File: src/rtl/cpu_pkg.sv
// Shared types for the CPU bench and its data-memory write monitor.
package cpu_pkg;

  typedef logic        u1;
  typedef logic [31:0] u32;

  typedef enum logic [1:0] {
    ST_RUN  = 2'd0,
    ST_PASS = 2'd1,
    ST_FAIL = 2'd2
  } mon_state_t;

  typedef enum logic [2:0] {
    FC_NONE     = 3'd0,
    FC_BAD_ADDR = 3'd1,
    FC_BAD_DATA = 3'd2,
    FC_MISALIGN = 3'd3,
    FC_TIMEOUT  = 3'd4
  } fail_code_t;

endpackage

File: src/rtl/write_trace_buf.sv
// Ring buffer of recent stores, read back relative to the newest entry
// (index 0 is the most recent push).
module write_trace_buf
  import cpu_pkg::*;
#(
  parameter int TRACE_DEPTH = 8
) (
  input  logic                           clk,
  input  logic                           reset,
  input  logic                           push_i,
  input  u32                             addr_i,
  input  u32                             data_i,
  input  logic [$clog2(TRACE_DEPTH)-1:0] idx_i,
  output u32                             addr_o,
  output u32                             data_o,
  output u1                              valid_o
);

  localparam int IW = $clog2(TRACE_DEPTH);

  u32             addr_mem_q [TRACE_DEPTH];
  u32             data_mem_q [TRACE_DEPTH];
  logic [IW-1:0]  wr_ptr_q;
  logic [IW:0]    occ_q;
  logic [IW-1:0]  rd_ptr;

  // Occupancy saturates at the depth so it doubles as the valid bound.
  always_ff @(posedge clk) begin
    if (reset) begin
      wr_ptr_q <= '0;
      occ_q    <= '0;
    end else if (push_i) begin
      wr_ptr_q <= wr_ptr_q + IW'(1);
      if (occ_q != (IW+1)'(TRACE_DEPTH)) begin
        occ_q <= occ_q + (IW+1)'(1);
      end
    end
  end

  always_ff @(posedge clk) begin
    if (push_i) begin
      addr_mem_q[wr_ptr_q] <= addr_i;
      data_mem_q[wr_ptr_q] <= data_i;
    end
  end

  // Power-of-two depth lets the pointer arithmetic wrap for free.
  assign rd_ptr  = wr_ptr_q - IW'(1) - idx_i;
  assign valid_o = ({1'b0, idx_i} < occ_q);
  assign addr_o  = valid_o ? addr_mem_q[rd_ptr] : '0;
  assign data_o  = valid_o ? data_mem_q[rd_ptr] : '0;

endmodule

File: src/rtl/mem_write_monitor.sv
// Pass/fail monitor on the CPU data-memory write port with address window,
// alignment, terminal-write and watchdog checks plus a trace of recent stores.
module mem_write_monitor
  import cpu_pkg::*;
#(
  parameter u32          PASS_ADDR    = 32'd88,
  parameter u32          PASS_DATA    = 32'd30,
  parameter u32          ALLOW_LO     = 32'd80,
  parameter u32          ALLOW_HI     = 32'd84,
  parameter bit          STRICT_ALIGN = 1'b1,
  parameter int unsigned TIMEOUT      = 1000,
  parameter int          TRACE_DEPTH  = 8
) (
  input  logic                           clk,
  input  logic                           reset,
  input  logic                           memwrite,
  input  logic [31:0]                    dataaddr,
  input  logic [31:0]                    writedata,
  input  logic [$clog2(TRACE_DEPTH)-1:0] trace_idx,
  output logic                           done,
  output logic                           pass,
  output logic [2:0]                     fail_code,
  output logic [15:0]                    write_count,
  output logic [31:0]                    cycle_count,
  output logic [31:0]                    trace_addr,
  output logic [31:0]                    trace_data,
  output logic                           trace_valid
);

  mon_state_t  state_q, state_d;
  fail_code_t  code_q, code_d;
  logic [15:0] wc_q, wc_d;
  u32          cc_q, cc_d;
  u1           trace_push;
  u1           write_decided;
  u1           hit_pass_addr;
  u1           misaligned;
  u1           out_of_window;
  u1           wd_expire;

  assign hit_pass_addr = (dataaddr == PASS_ADDR);
  assign misaligned    = STRICT_ALIGN && (dataaddr[1:0] != 2'b00);
  assign out_of_window = (dataaddr < ALLOW_LO) || (dataaddr > ALLOW_HI);
  assign wd_expire     = (TIMEOUT != 0) && (cc_q == u32'(TIMEOUT - 1));

  always_ff @(posedge clk) begin
    if (reset) begin
      state_q <= ST_RUN;
      code_q  <= FC_NONE;
      wc_q    <= '0;
      cc_q    <= '0;
    end else begin
      state_q <= state_d;
      code_q  <= code_d;
      wc_q    <= wc_d;
      cc_q    <= cc_d;
    end
  end

  // A store's verdict outranks the watchdog expiring on the same edge.
  always_comb begin
    state_d       = state_q;
    code_d        = code_q;
    wc_d          = wc_q;
    cc_d          = cc_q;
    trace_push    = 1'b0;
    write_decided = 1'b0;
    if (state_q == ST_RUN) begin
      if (cc_q != '1) cc_d = cc_q + 32'd1;
      if (memwrite) begin
        trace_push    = 1'b1;
        write_decided = 1'b1;
        if (wc_q != '1) wc_d = wc_q + 16'd1;
        if (hit_pass_addr && (writedata == PASS_DATA)) begin
          state_d = ST_PASS;
        end else if (misaligned) begin
          state_d = ST_FAIL;
          code_d  = FC_MISALIGN;
        end else if (hit_pass_addr) begin
          state_d = ST_FAIL;
          code_d  = FC_BAD_DATA;
        end else if (out_of_window) begin
          state_d = ST_FAIL;
          code_d  = FC_BAD_ADDR;
        end else begin
          write_decided = 1'b0;
        end
      end
      if (!write_decided && wd_expire) begin
        state_d = ST_FAIL;
        code_d  = FC_TIMEOUT;
      end
    end
  end

  assign done        = (state_q != ST_RUN);
  assign pass        = (state_q == ST_PASS);
  assign fail_code   = code_q;
  assign write_count = wc_q;
  assign cycle_count = cc_q;

  write_trace_buf #(
    .TRACE_DEPTH(TRACE_DEPTH)
  ) u_trace (
    .clk     (clk),
    .reset   (reset),
    .push_i  (trace_push),
    .addr_i  (dataaddr),
    .data_i  (writedata),
    .idx_i   (trace_idx),
    .addr_o  (trace_addr),
    .data_o  (trace_data),
    .valid_o (trace_valid)
  );

endmodule
File: config.mk
export PLATFORM = sky130hd
export DESIGN_NAME = mem_write_monitor
export DESIGN_NICKNAME = d
export VERILOG_FILES = /design/src/rtl/cpu_pkg.sv /design/src/rtl/write_trace_buf.sv /design/src/rtl/mem_write_monitor.sv
export SDC_FILE = /design/constraint.sdc
export NUM_CORES = 1
export LEC_CHECK = 0
export CAP_MARGIN = 20
export CORE_MARGIN = 3
export CORE_UTILIZATION = 48
export DETAILED_ROUTE_END_ITERATION = 7
export PLACE_DENSITY = 0.68
export SLEW_MARGIN = 20
export SYNTH_ARGS = -nofsm -noshare
export SYNTH_HDL_FRONTEND = slang
export SYNTH_SLANG_ARGS = --single-unit
File: constraint.sdc
create_clock -name clk -period 14.05 [get_ports clk]
set_input_delay 4.215 -clock clk [delete_from_list [all_inputs] [get_ports clk]]
set_output_delay 4.215 -clock clk [all_outputs]
set_load 0.02 [all_outputs]
### After elaboration in Yosys (flattened, before gate mapping)

Memory sizes are Yosys's and may differ from the RTL's.
Cells that the tools add are included.

| operators by class | value |
|---|---|
| add/subtract/negate cells | 6 |
| magnitude comparators | 3 |
| equality and inequality tests | 8 |
| multiplexer cells | 24 |
| reduce and logical (&&, ||, !) cells | 15 |

Operators with widths:

| operator | count |
|---|---|
| 32-bit two-way mux | 2 |
| 32-bit by 1-bit adder with 32-bit output, second input constant | 1 |
| 32-bit by 10-bit == test with 1-bit output, second input constant | 1 |
| 32-bit by 5-bit == test with 1-bit output, second input constant | 1 |
| 32-bit by 7-bit == test with 1-bit output, second input constant | 1 |
| 32-bit by 7-bit greater-than comparator with 1-bit output, second input constant | 1 |
| 32-bit by 7-bit less-than comparator with 1-bit output, second input constant | 1 |
| 32-bit != test, second input constant | 1 |
| 3-bit two-way mux | 6 |
| 16-bit by 1-bit adder with 16-bit output, second input constant | 1 |
| 16-bit != test, second input constant | 1 |
| 2-bit two-way mux | 6 |
| 1-bit two-way mux | 10 |
| 3-bit AND reduction | 2 |
| 2-bit nonzero test | 3 |
| 5-bit nonzero test | 1 |
| 4-bit by 1-bit adder with 4-bit output, second input constant | 1 |
| 3-bit by 4-bit less-than comparator with 1-bit output | 1 |
| 4-bit != test, second input constant | 1 |
| 2-bit AND reduction | 2 |
| 4-bit AND reduction | 1 |
| 4-bit nonzero test | 1 |
| 3-bit by 1-bit adder with 3-bit output, second input constant | 1 |
| 3-bit by 1-bit subtractor with 3-bit output, second input constant | 1 |
| other kinds (7) | 8 |

| storage, ports and cells | value |
|---|---|
| register bits after elaboration | 60 |
| memory bits (writable) | 512 |
| bits of input ports | 70 |
| output and inout port bits | 118 |
| logic and storage cells | 64 |
| memories kept | 2 |

Memory list:

| name | words | bits a word | read ports | clocked after Yosys merged registers in | write ports | line | RTL |
|---|---|---|---|---|---|---|---|
| u_trace.addr_mem_q | 8 | 32 | 1 | 0 | 1 | write_trace_buf.sv:21 | `u32 addr_mem_q [TRACE_DEPTH];` |
| u_trace.data_mem_q | 8 | 32 | 1 | 0 | 1 | write_trace_buf.sv:22 | `u32 data_mem_q [TRACE_DEPTH];` |

### Logic depth before layout (Yosys ltp)

Gate-level depths: netlist of the first run.

| depth | value |
|---|---|
| depth after elaboration | 12 |
| gate-level depth with buffers | 9 |

### Modules after synthesis

A second synthesis of the first run with hierarchy kept.

| unflattened totals | value |
|---|---|
| cell total of the unflattened synthesis | 1200 |
| area, all modules | 22711.8 µm² |

Modules (own cells, without submodules):

| module | times used | cells an instance | area each (µm²) | sequential area each (µm²) |
|---|---|---|---|---|
| write_trace_buf | 1 | 876 | 19994.2 | 15514.9 |
| mem_write_monitor | 1 | 324 | 2717.6 | 1061.0 |

### Least setup slack after synthesis of the first run

Ideal clock, no wire load.

| path | value |
|---|---|
| path type | input -> register |
| from | input port memwrite |
| to | memory u_trace.addr_mem_q[0][0] in the netlist's numbering (enable) |
| library setup time | 0.644 ns |
| arrival | 10.369 ns |
| required time | 13.406 ns |
| setup slack | 3.037 ns |
| stages on the path | 2 |
| path through | nand2_1 nor4_1 |

| between the ends | value |
|---|---|
| cells in the longest elaborated chain, start to end | 4 |

Ends and longest elaborated chain:

| item | line | RTL |
|---|---|---|
| start: declaration | mem_write_monitor.sv:16 | `input logic memwrite,` |
| 1-bit two-way mux | mem_write_monitor.sv:70 | `if (memwrite) begin` |
| 1-bit two-way mux | mem_write_monitor.sv:68 | `if (state_q == ST_RUN) begin` |
| 1-bit two-way mux | write_trace_buf.sv:41 | `if (push_i) begin` |
| 1-bit two-way mux (not written as such) | write_trace_buf.sv:42 | `addr_mem_q[wr_ptr_q] <= addr_i;` |
| end: declaration | write_trace_buf.sv:21 |  |

No other way between the ends.

### Worst setup path in the final report of the first run

| path | value |
|---|---|
| from | input port trace_idx[0] |
| to | output port trace_addr[0] |

| between the ends | value |
|---|---|
| cells in the longest elaborated chain, start to end | 3 |

Ends and longest elaborated chain:

| item | line | RTL |
|---|---|---|
| start: declaration | mem_write_monitor.sv:19 | `input logic [$clog2(TRACE_DEPTH)-1:0] trace_idx,` |
| 3-bit subtractor | write_trace_buf.sv:48 | `assign rd_ptr = wr_ptr_q - IW'(1) - idx_i;` |
| memory read 8 x 32 bit | n/a |  |
| 32-bit two-way mux * | write_trace_buf.sv:50 | `assign addr_o = valid_o ? addr_mem_q[rd_ptr] : '0;` |
| end: declaration | mem_write_monitor.sv:25 | `output logic [31:0] trace_addr,` |

Every way passes the cells marked *; elsewhere a longest branch is shown, timed or not.

==> impl_metrics.toml, run 1 <==
[outcome]
status = "completed"

[power]
power_leakage_nw = 8.69
peakVddDrop_uv = 86.1
p_total_mw = 3.89
p_per_area_mw_per_mm2 = 142
power_switching_mw = 0.871
p_clk_frac = 0.400
p_comb_frac = 0.113
netSwitchingFraction = 0.224
pwr-share-seq = 0.487
p_int_mw = 3.01

[routing]
wl_per_cell_um = 23.6
first_iter_violations = 996
drc_errors = 0
drt-total-wl_um = 50900
postRouteAntennaNets = 0
drt_pass1_iterations = 5
viasPerCell = 5.88
num_vias = 12700

[layout]
areaGrowthSynthToFinish_pct = 20.9
fill_cells = 3374
fin_nets = 1581
drive_above_1_share = 0.174

[placed_design]
io_buffers = 187
hpwl_um = 28700
preCtsSetupSlack_ps = 1650
gp_congestion = 0.828

[setup_path]
path_cells = "clkdlybuf4s50_1 > inv_1 > ha_4 > inv_1 > fa_4 > xnor2_1 > xor2_4 > buf_4 > nand2_1 > a21oi_1 > clkdlybuf4s50_1"
rr_worst_depth = 5
critPathTopFamily = "buffers and inverters"
worstSetupStartpointType = "primary input"
crit_cells = 11
crit_fanout = 23
critPathRequiredTime_ps = 9840
worstPathArrival_ps = 8120
crit_buf_inv = 5
worst-setup-path-type = "primary input to primary output"
crit_slowest_cell = "clkdlybuf4s50_1"
cp-end-kind = "primary output"
max_stage_delay_ps = 680

[logic_synthesis]
synthesis.area_mm2 = 0.0226
synth_compound_area_frac = 0.0375
yosysWarnings = 0
yosys.area_share.simple = 0.0718
synth-xor-area-share = 0.00969
synth_top_family_by_area = "multiplexers"
syn_nets = 1367
yosysSeqAreaShare = 0.734
ys_types = 50
async_reset_ff_frac = 0
ys_ff_latch = 572
synthFlopType = "edfxtp_1"
synthCells = 1288
synth_mux_area_frac = 0.129
syn_area_per_cell_um2 = 17.5
synth_edf_count = 512
synth-adder-area-share = 0.00532

[clock_network]
worstSkewPairLatency_ps = 590
cts_setup_buffers = 0
ctsResizeCount = 0
h-tree-depth = 2
path_clk_slew_ps = 60
cts.sinks = 572
cts_tree = "yes"
holdBufCountCts = 0
cts_buffers = 57
clk_path_buf_depth = 3
cts_root_buf = "clkbuf_16"

[timing]
finalCritPeriodShare = 0.878
setup_slack_ps = 1710
rsz0062_at_grt = "no"
finalSetupTns_ps = 0
slew_violations = 0
period_minus_slack_ps = 12340
slew_headroom = 0.323
hold_viol_final = 0
final-setup-viol-count = 0
tightestPinTransition_ps = 1010
clock-skew-final_ps = 17.8
fmax_ghz = 0.0811

[floorplan]
core_area_mm2 = 0.0460
num_rows = 78
initial_core_util = 0.492
die_h_um = 223
io_pins = 188
die_w_um = 223
dieArea_mm2 = 0.0497

[min_path]
min-delay-path-class = "flip-flop to flip-flop"
holdPathStages = 2

[global_route]
grt_max_degree = 64
grtUsageTotal = 0.205
grt_pass1_vias = 13000
antenna_found_initial = 4
overflow = 0
grt_pass1_wl_um = 78500

[job]
cap_violations = 0
## placed cells by master, fill, tap and decap left out, types with 6 or more instances in the layout
cell             count
nor4_1              17
xnor2_1              8
nand2_1            152
nand3_1             19
ha_1                 7
edfxtp_1           512
or3_1               16
buf_4               24
or4_1               17
bufinv_16            9
clkinv_1            10
mux4_2             128
dfxtp_1             60
o21ai_0             16
nor3_1               6
o211ai_1             6
a21oi_1             95
nor2_1              35
clkbuf_1            10
clkdlybuf4s50_1    186
inv_1               14
xor2_1              15
nand4_1             21
clkinv_2            11
o31ai_1             14
and3_1              10
clkbuf_16           58
## registers in the layout, summed over array words and instances, names as in the netlist
register            flops
u_trace.addr_mem_q    256
u_trace.data_mem_q    256
cycle_count            32
write_count            16
u_trace.occ_q           4
fail_code               3
u_trace.wr_ptr_q        3
state_q                 2
## synth_stat cells, types with 2 or more instances
| cell type | n | area share |
|---|---|---|
| edfxtp_1 | 512 | 0.68 |
| nand2_1 | 152 | 0.025 |
| mux4_2 | 128 | 0.13 |
| a21oi_1 | 96 | 0.021 |
| dfxtp_1 | 60 | 0.053 |
| clkbuf_1 | 41 | 0.0068 |
| nor2_1 | 36 | 0.0060 |
| nand4_1 | 21 | 0.0058 |
| nand3_1 | 19 | 0.0042 |
| nor4_1 | 19 | 0.0053 |
| or4_1 | 17 | 0.0056 |
| buf_1 | 16 | 0.0027 |
| o21ai_0 | 16 | 0.0035 |
| or3_1 | 16 | 0.0044 |
| xor2_1 | 16 | 0.0062 |
| inv_1 | 14 | 0.0023 |
| o31ai_1 | 14 | 0.0047 |
| and3_1 | 10 | 0.0028 |
| nor3_1 | 10 | 0.0022 |
| xnor2_1 | 9 | 0.0035 |
| ha_1 | 8 | 0.0044 |
| o211ai_1 | 6 | 0.0020 |
| and4_1 | 4 | 0.0016 |
| buf_2 | 4 | 0.00089 |
| nor2b_1 | 4 | 0.0011 |
| nor4bb_1 | 3 | 0.0013 |
| a211o_1 | 2 | 0.00078 |
| a211oi_1 | 2 | 0.00066 |
| a21o_1 | 2 | 0.00066 |
| and2_1 | 2 | 0.00055 |
| mux2_2 | 2 | 0.0010 |
| mux2i_1 | 2 | 0.00089 |
| nand2b_1 | 2 | 0.00055 |
| nand3_2 | 2 | 0.00089 |
| nand3b_1 | 2 | 0.00066 |
| nor3b_1 | 2 | 0.00066 |
| nor4b_1 | 2 | 0.00078 |
| o31a_1 | 2 | 0.00078 |
| or2_2 | 2 | 0.00055 |
## routing by layer
metal  wire length [µm]  part of all wire  vias up  track usage
li1                   -                 -     5604            -
met5                 27           0.00053        -            0
met1              21700              0.43     6606        0.288
met3               3120             0.061       78       0.0414
met2              24800              0.49      373        0.330
met4               1220             0.024        4       0.0617
## area by class of cell
class                      count  area, µm²  area share
antenna                        3       7.51    0.000275
clock buffer                  70       1520      0.0555
clock inverter                37        427      0.0156
inverter                      14       52.6     0.00192
multi-input combinational    641       5840       0.214
sequential                   572      16600       0.607
tap                          600        751      0.0275
timing repair buffer         216       2150      0.0785
## power groups by stage
stage	Sequential (mW)	Clock (mW)	Combinational [mW]
after floorplan	1.93	0	0.269
after CTS	1.89	1.59	0.448
final	1.89	1.55	0.439
after global placement	1.93	0	0.442
after detailed placement	1.93	0	0.446
after global routing	1.89	1.66	0.474
## metrics by stage
stage	instance area (µm²)	util	hold slack, ps	instances
final	27300	0.594	469	2153
after global routing	27300	0.594	503	2152
after CTS	27300	0.593	471	2148
after detailed placement	25300	0.551	454	2041
after global placement	25300	0.551	447	2041
after floorplan	22600	-	466	1288
## tightest hold or removal path, stage by stage (launching register included)
cell and delay, ps:
dfxtp_1 310, inv_1 50, a211oi_1 50
## cell families after synthesis
family                     after synthesis
adders and majority gates                9
DFF                                    572
AOI/OAI and AO/OA                      147
muxes                                  132
and+or+nand+nor                        328
xor gates and xnor gates                25
buffers and inverters                   75
## worst paths after layout
kind                                                endpoint                   startpoint  slack (ps)
worst max-delay path                           trace_addr[0]                 trace_idx[0]        1710
worst min-delay path               fail_code[2]$_SDFFE_PP0P_    fail_code[2]$_SDFFE_PP0P_         470
worst max register to register  cycle_count[27]$_SDFFE_PP0P_  cycle_count[3]$_SDFFE_PP0P_       11150
worst min register to register     fail_code[2]$_SDFFE_PP0P_    fail_code[2]$_SDFFE_PP0P_         470
No activity file was read; power rests on OpenSTA's default activity.
==> inputs of run 2 (changes only) <==
GPL_ROUTABILITY_DRIVEN = 0   (was not set)
SLEW_MARGIN = 25   (was 20)
SYNTH_HIERARCHICAL = 1   (was not set)
==> run 2 against run 1 <==
Synthesized area increased by 0.50%; critical path type unchanged; setup slack improved by 37 ps; clock skew decreased by 4.4 ps; clock-buffer cell count increased by 6; highest routed layer unchanged; sequential power about the same; register-to-register slack got worse by 580 ps; largest cell class unchanged; wire length decreased by 4.1%.
==> impl_metrics.toml, run 2 <==
[power]
pwr-share-seq = 0.487
p_comb_frac = 0.126
p_int_mw = 3.03
p_clk_frac = 0.386
p_total_mw = 3.90
netSwitchingFraction = 0.224
peakVddDrop_uv = 81.5
power_leakage_nw = 8.72
p_per_area_mw_per_mm2 = 144
power_switching_mw = 0.875

[floorplan]
dieArea_mm2 = 0.0500
core_area_mm2 = 0.0467
die_w_um = 224
die_h_um = 224
num_rows = 79
initial_core_util = 0.487
io_pins = 188

[logic_synthesis]
ys_types = 54
synthFlopType = "edfxtp_1"
syn_area_per_cell_um2 = 18.9
yosysWarnings = 6
yosysSeqAreaShare = 0.730
synthCells = 1200
synth_edf_count = 512
synthesis.area_mm2 = 0.0227
synth_area_leader_cell = "edfxtp_1"
synthTopCellsByArea = "edfxtp_1, mux4_2, dfxtp_1"
yosysMostFrequentCell = "edfxtp_1"
synth_commonest_cells = "edfxtp_1, mux4_2, a21oi_1, nor2_1, mux2i_1"
ys_ff_latch = 572
yosysTopAreaCellShare = 0.677
async_reset_ff_frac = 0
syn_nets = 1279

[layout]
fin_util = 0.583
final_common_cell = "edfxtp_1"
drive_above_1_share = 0.173
diodes = 0
areaGrowthSynthToFinish_pct = 19.7
fin_nets = 1486
final_cell_mix = "edfxtp_1, clkdlybuf4s50_1, mux4_2"

[clock_network]
worstSkewPairLatency_ps = 590
h-tree-depth = 2
cts_setup_buffers = 0
cts_tree = "yes"
cts_buffers = 57
cts_root_buf = "clkbuf_16"
ctsResizeCount = 0
path_clk_slew_ps = 60
cts.sinks = 572
holdBufCountCts = 0
clk_path_buf_depth = 3

[global_route]
grt_max_degree = 66
grt_pass1_wl_um = 75100
antenna_found_initial = 2
grt_pass1_vias = 12300
overflow = 0
grtUsageTotal = 0.197

[setup_path]
critPathRequiredTime_ps = 9840
crit_fanout = 56
worstSetupStartpointType = "primary input"
worstPathArrival_ps = 8080
reg2reg_slack_ps = 10570
worst-setup-path-type = "primary input to primary output"
cp-end-kind = "primary output"

[routing]
wl_per_cell_um = 23.7
drc_errors = 0
num_vias = 11900
drt_pass1_iterations = 5
drt-total-wl_um = 48800
viasPerCell = 5.76
postRouteAntennaNets = 0
first_iter_violations = 741

[timing]
final-setup-viol-count = 0
period_minus_slack_ps = 12300
hold_viol_final = 0
slew_headroom = 0.346
tightestPinTransition_ps = 979
fmax_ghz = 0.0813
rsz0062_at_grt = "no"
finalSetupTns_ps = 0
clock-skew-final_ps = 13.4
finalCritPeriodShare = 0.875
slew_violations = 0

[placed_design]
hpwl_um = 27300
io_buffers = 187

[outcome]
status = "completed"

[job]
cap_violations = 0

[min_path]
min-delay-path-class = "flip-flop to flip-flop"
[run 2: cell count changes in the layout (fill, tap and decap cells not counted), sizes merged, moves of 18 or more]
cell / delta
or4: -18
nor2: +35
xnor2: +19
nand2: -127
mux2i: +65
a21oi: -25
[run 2: final cells by class]
cell class                      count  area (µm²)
Clock inverter                     29         288
Multi-Input combinational cell    554        5820
Timing Repair Buffer              208        2100
Sequential cell                   572       16600
Inverter                           14        52.6
Clock buffer                       76        1590
Tap cell                          607         759
Fill cell                        3516       19500
[run 2: path summary, 6_finish.rpt]
| path | from | to | cells past startpoint |
|---|---|---|---|
| setup / recovery | trace_idx[0] | trace_addr[27] | 9 |
| hold / removal | fail_code[1]$_SDFFE_PP0P_ | fail_code[1]$_SDFFE_PP0P_ | 2 |
| setup reg to reg | state_q[1]$_SDFFE_PP0P_ | u_trace/addr_mem_q[6][30]$_DFFE_PP_ | 6 |
| hold reg to reg | fail_code[1]$_SDFFE_PP0P_ | fail_code[1]$_SDFFE_PP0P_ | 2 |
[run 2: cell families (layout without fill, tap and decap cells)]
kind of cell / after synthesis / in the layout / share of synthesized area
DFF: 572 / 572 / 0.730
and+or+nand+nor: 205 / 205 / 0.0469
muxes: 195 / 195 / 0.156
AOI/OAI and AO/OA: 96 / 96 / 0.0243
buffers and inverters: 74 / 327 / 0.0174
xor gates and xnor gates: 49 / 49 / 0.0197
adders and majority gates: 9 / 9 / 0.00529
[run 2: stage by stage]
stage / hold slack, ps / std cells / setup WS (ps) / area, µm²
3_3_place_gp: 472 / 1953 / 1740 / 25300
6_report: 501 / 2060 / 1750 / 27200
2_1_floorplan: 452 / 1200 / 3720 / 22700
5_1_grt: 526 / 2060 / 1590 / 27200
3_5_place_dp: 489 / 1954 / 1720 / 25300
4_1_cts: 503 / 2059 / 1720 / 27200
[run 2: per-layer routing]
| layer | up-vias | routed length [µm] | global-route usage |
|---|---|---|---|
| li1 | 5287 | - | - |
| met1 | 6198 | 20800 | 0.272 |
| met2 | 318 | 24100 | 0.324 |
| met3 | 49 | 3290 | 0.0508 |
| met4 | 4 | 623 | 0.0409 |
| met5 | - | 26 | 0 |
[run 2: power by group through the flow]
stage               logic, mW  registers [mW]  clock network [mW]
floorplan               0.323            1.94                   0
global placement        0.496            1.94                   0
detailed placement      0.502            1.94                   0
CTS                     0.503            1.90                1.55
global route            0.529            1.90                1.62
finish                  0.492            1.90                1.51
[run 2: worst max-delay path, stage by stage]
cell	delay [ps]
clkdlybuf4s50_1	470
inv_1	70
ha_4	160
fa_4	1400
buf_4	460
mux4_2	360
mux2i_1	280
a21oi_1	70
clkdlybuf4s50_1	580
==> inputs of run 3 (changes only) <==
clock period = 14.5 ns   (was 14.05 ns; I/O delays follow)
==> run 3 against run 2 <==
Clock skew is 5.9 ps higher; critical path depth stayed put; register-to-register slack gained 470 ps; wire length about the same; flip-flop and latch count unchanged; first-iteration DRC count increased by 14%; final cell count did not move; utilization barely moved; non-clock buffer count shrank 4; critical path type unchanged.
==> impl_metrics.toml, run 3 (synthesized netlist as in run 2, its figures left out) <==
[outcome]
status = "completed"

[floorplan]
io_pins = 188
num_rows = 79
die_h_um = 224
initial_core_util = 0.487
die_w_um = 224
core_area_mm2 = 0.0467
dieArea_mm2 = 0.0500

[min_path]
holdPathStages = 2
hp-start = "state_q[0]$_SDFFE_PP0P_"
min-delay-path-class = "flip-flop to flip-flop"
hold_end = "state_q[0]$_SDFFE_PP0P_"

[clock_network]
path_clk_slew_ps = 60
cts.sinks = 572
cts_root_buf = "clkbuf_16"
cts_buffers = 57
h-tree-depth = 2
cts_tree = "yes"
cts_setup_buffers = 0
clk_path_buf_depth = 3
ctsResizeCount = 0
worstSkewPairLatency_ps = 600
holdBufCountCts = 0

[setup_path]
r2r-end = "u_trace/data_mem_q[6][21]$_DFFE_PP_"
critPathRequiredTime_ps = 10150
reg2reg_slack_ps = 11040
path_cells = "clkdlybuf4s50_1 > inv_1 > ha_4 > fa_4 > buf_4 > mux4_2 > mux2i_1 > a21oi_1 > clkdlybuf4s50_1"
crit_buf_inv = 4
crit_fanout = 59
rr_worst_depth = 6
cpMostUsedCell = "clkdlybuf4s50_1"
worstPathArrival_ps = 8140
crit_slowest_cell = "fa_4"
critPathTopFamily = "adder cells"
worst-setup-path-type = "primary input to primary output"
max_stage_delay_ps = 1410
timing.rr.start = "state_q[1]$_SDFFE_PP0P_"
worstSetupStartpointType = "primary input"
cp-end-kind = "primary output"

[routing]
drt-total-wl_um = 48800
drc_errors = 0
postRouteAntennaNets = 0
viasPerCell = 5.73
num_vias = 11800
wl_per_cell_um = 23.7
drt_pass1_iterations = 5
first_iter_violations = 842

[global_route]
grt_max_degree = 66
grt_pass1_wl_um = 74700
antenna_found_initial = 3
overflow = 0
grtUsageTotal = 0.197
grt_pass1_vias = 12200

[timing]
clock-skew-final_ps = 19.3
fmax_ghz = 0.0800
final-setup-viol-count = 0
slew_violations = 0
finalCritPeriodShare = 0.862
rsz0062_at_grt = "no"
slew_headroom = 0.349
finalSetupTns_ps = 0
tightestPinTransition_ps = 977
period_minus_slack_ps = 12490
hold_viol_final = 0

[layout]
fin_util = 0.583
multi_input_area_mm2 = 0.00582
regArea_mm2 = 0.0166
fin_nets = 1482
areaGrowthSynthToFinish_pct = 19.7
finalInstanceArea_mm2 = 0.0272
drive_above_1_share = 0.175
fill_cells = 3476
final_cell_mix = "edfxtp_1, clkdlybuf4s50_1, mux4_2"
final_common_cell = "edfxtp_1"

[power]
power_leakage_nw = 8.70
p_per_area_mw_per_mm2 = 140
peakVddDrop_uv = 83.0

[job]
cap_violations = 0

[placed_design]
hpwl_um = 26900
place_area_mm2 = 0.0253
io_buffers = 187
## run 3: worst max-delay path by stage
| stage | start | endpoint | slack (ps) | cells past startpoint |
|---|---|---|---|---|
| after floorplan | trace_idx[0] | trace_data[11] | 3900 | 8 |
| after global placement | trace_idx[0] | trace_addr[4] | 1960 | 9 |
| after detailed placement | trace_idx[0] | trace_addr[4] | 1950 | 9 |
| after CTS | trace_idx[0] | trace_addr[7] | 1950 | 9 |
| after global routing | trace_idx[0] | trace_data[4] | 1860 | 9 |
| final | trace_idx[0] | trace_addr[27] | 2010 | 9 |
## run 3: layout make-up
cell class,count,share of cell area
Tap cell,607,0.0279
Timing Repair Buffer,204,0.0757
Clock inverter,37,0.0140
Multi-Input combinational cell,554,0.214
Sequential cell,572,0.610
Inverter,14,0.00193
Clock buffer,70,0.0566
Antenna cell,2,0.000184
## run 3: where the power goes
| part | leakage, nW | switching [mW] | internal (mW) |
|---|---|---|---|
| Sequential | 5.12 | 0.0120 | 1.83 |
| Clock | 0.917 | 0.601 | 0.878 |
| Combinational | 2.66 | 0.247 | 0.229 |
| Total | 8.70 | 0.861 | 2.94 |
## run 3: through the flow
step	std cells	setup slack [ps]	hold WS, ps	total power [mW]
2_1_floorplan	1200	3900	452	2.19
4_1_cts	2058	1950	507	3.85
3_5_place_dp	1951	1950	490	2.36
3_3_place_gp	1951	1960	473	2.36
5_1_grt	2060	1860	526	3.94
6_report	2060	2010	502	3.80
## run 3: tightest hold or removal path, delay by kind of cell (launching register included)
| kind | cells | cell delay, ps |
|---|---|---|
| AND/OR/NAND/NOR | 1 | 70 |
| flip-flops | 1 | 350 |
| AO/OA/AOI/OAI | 1 | 50 |
## run 3: metal layers
| layer | up-vias | track usage | wire [µm] |
|---|---|---|---|
| met2 | 345 | 0.321 | 24000 |
| li1 | 5277 | - | - |
| met3 | 61 | 0.0491 | 3290 |
| met4 | 2 | 0.0477 | 910 |
| met5 | - | 0 | 13 |
| met1 | 6110 | 0.273 | 20600 |
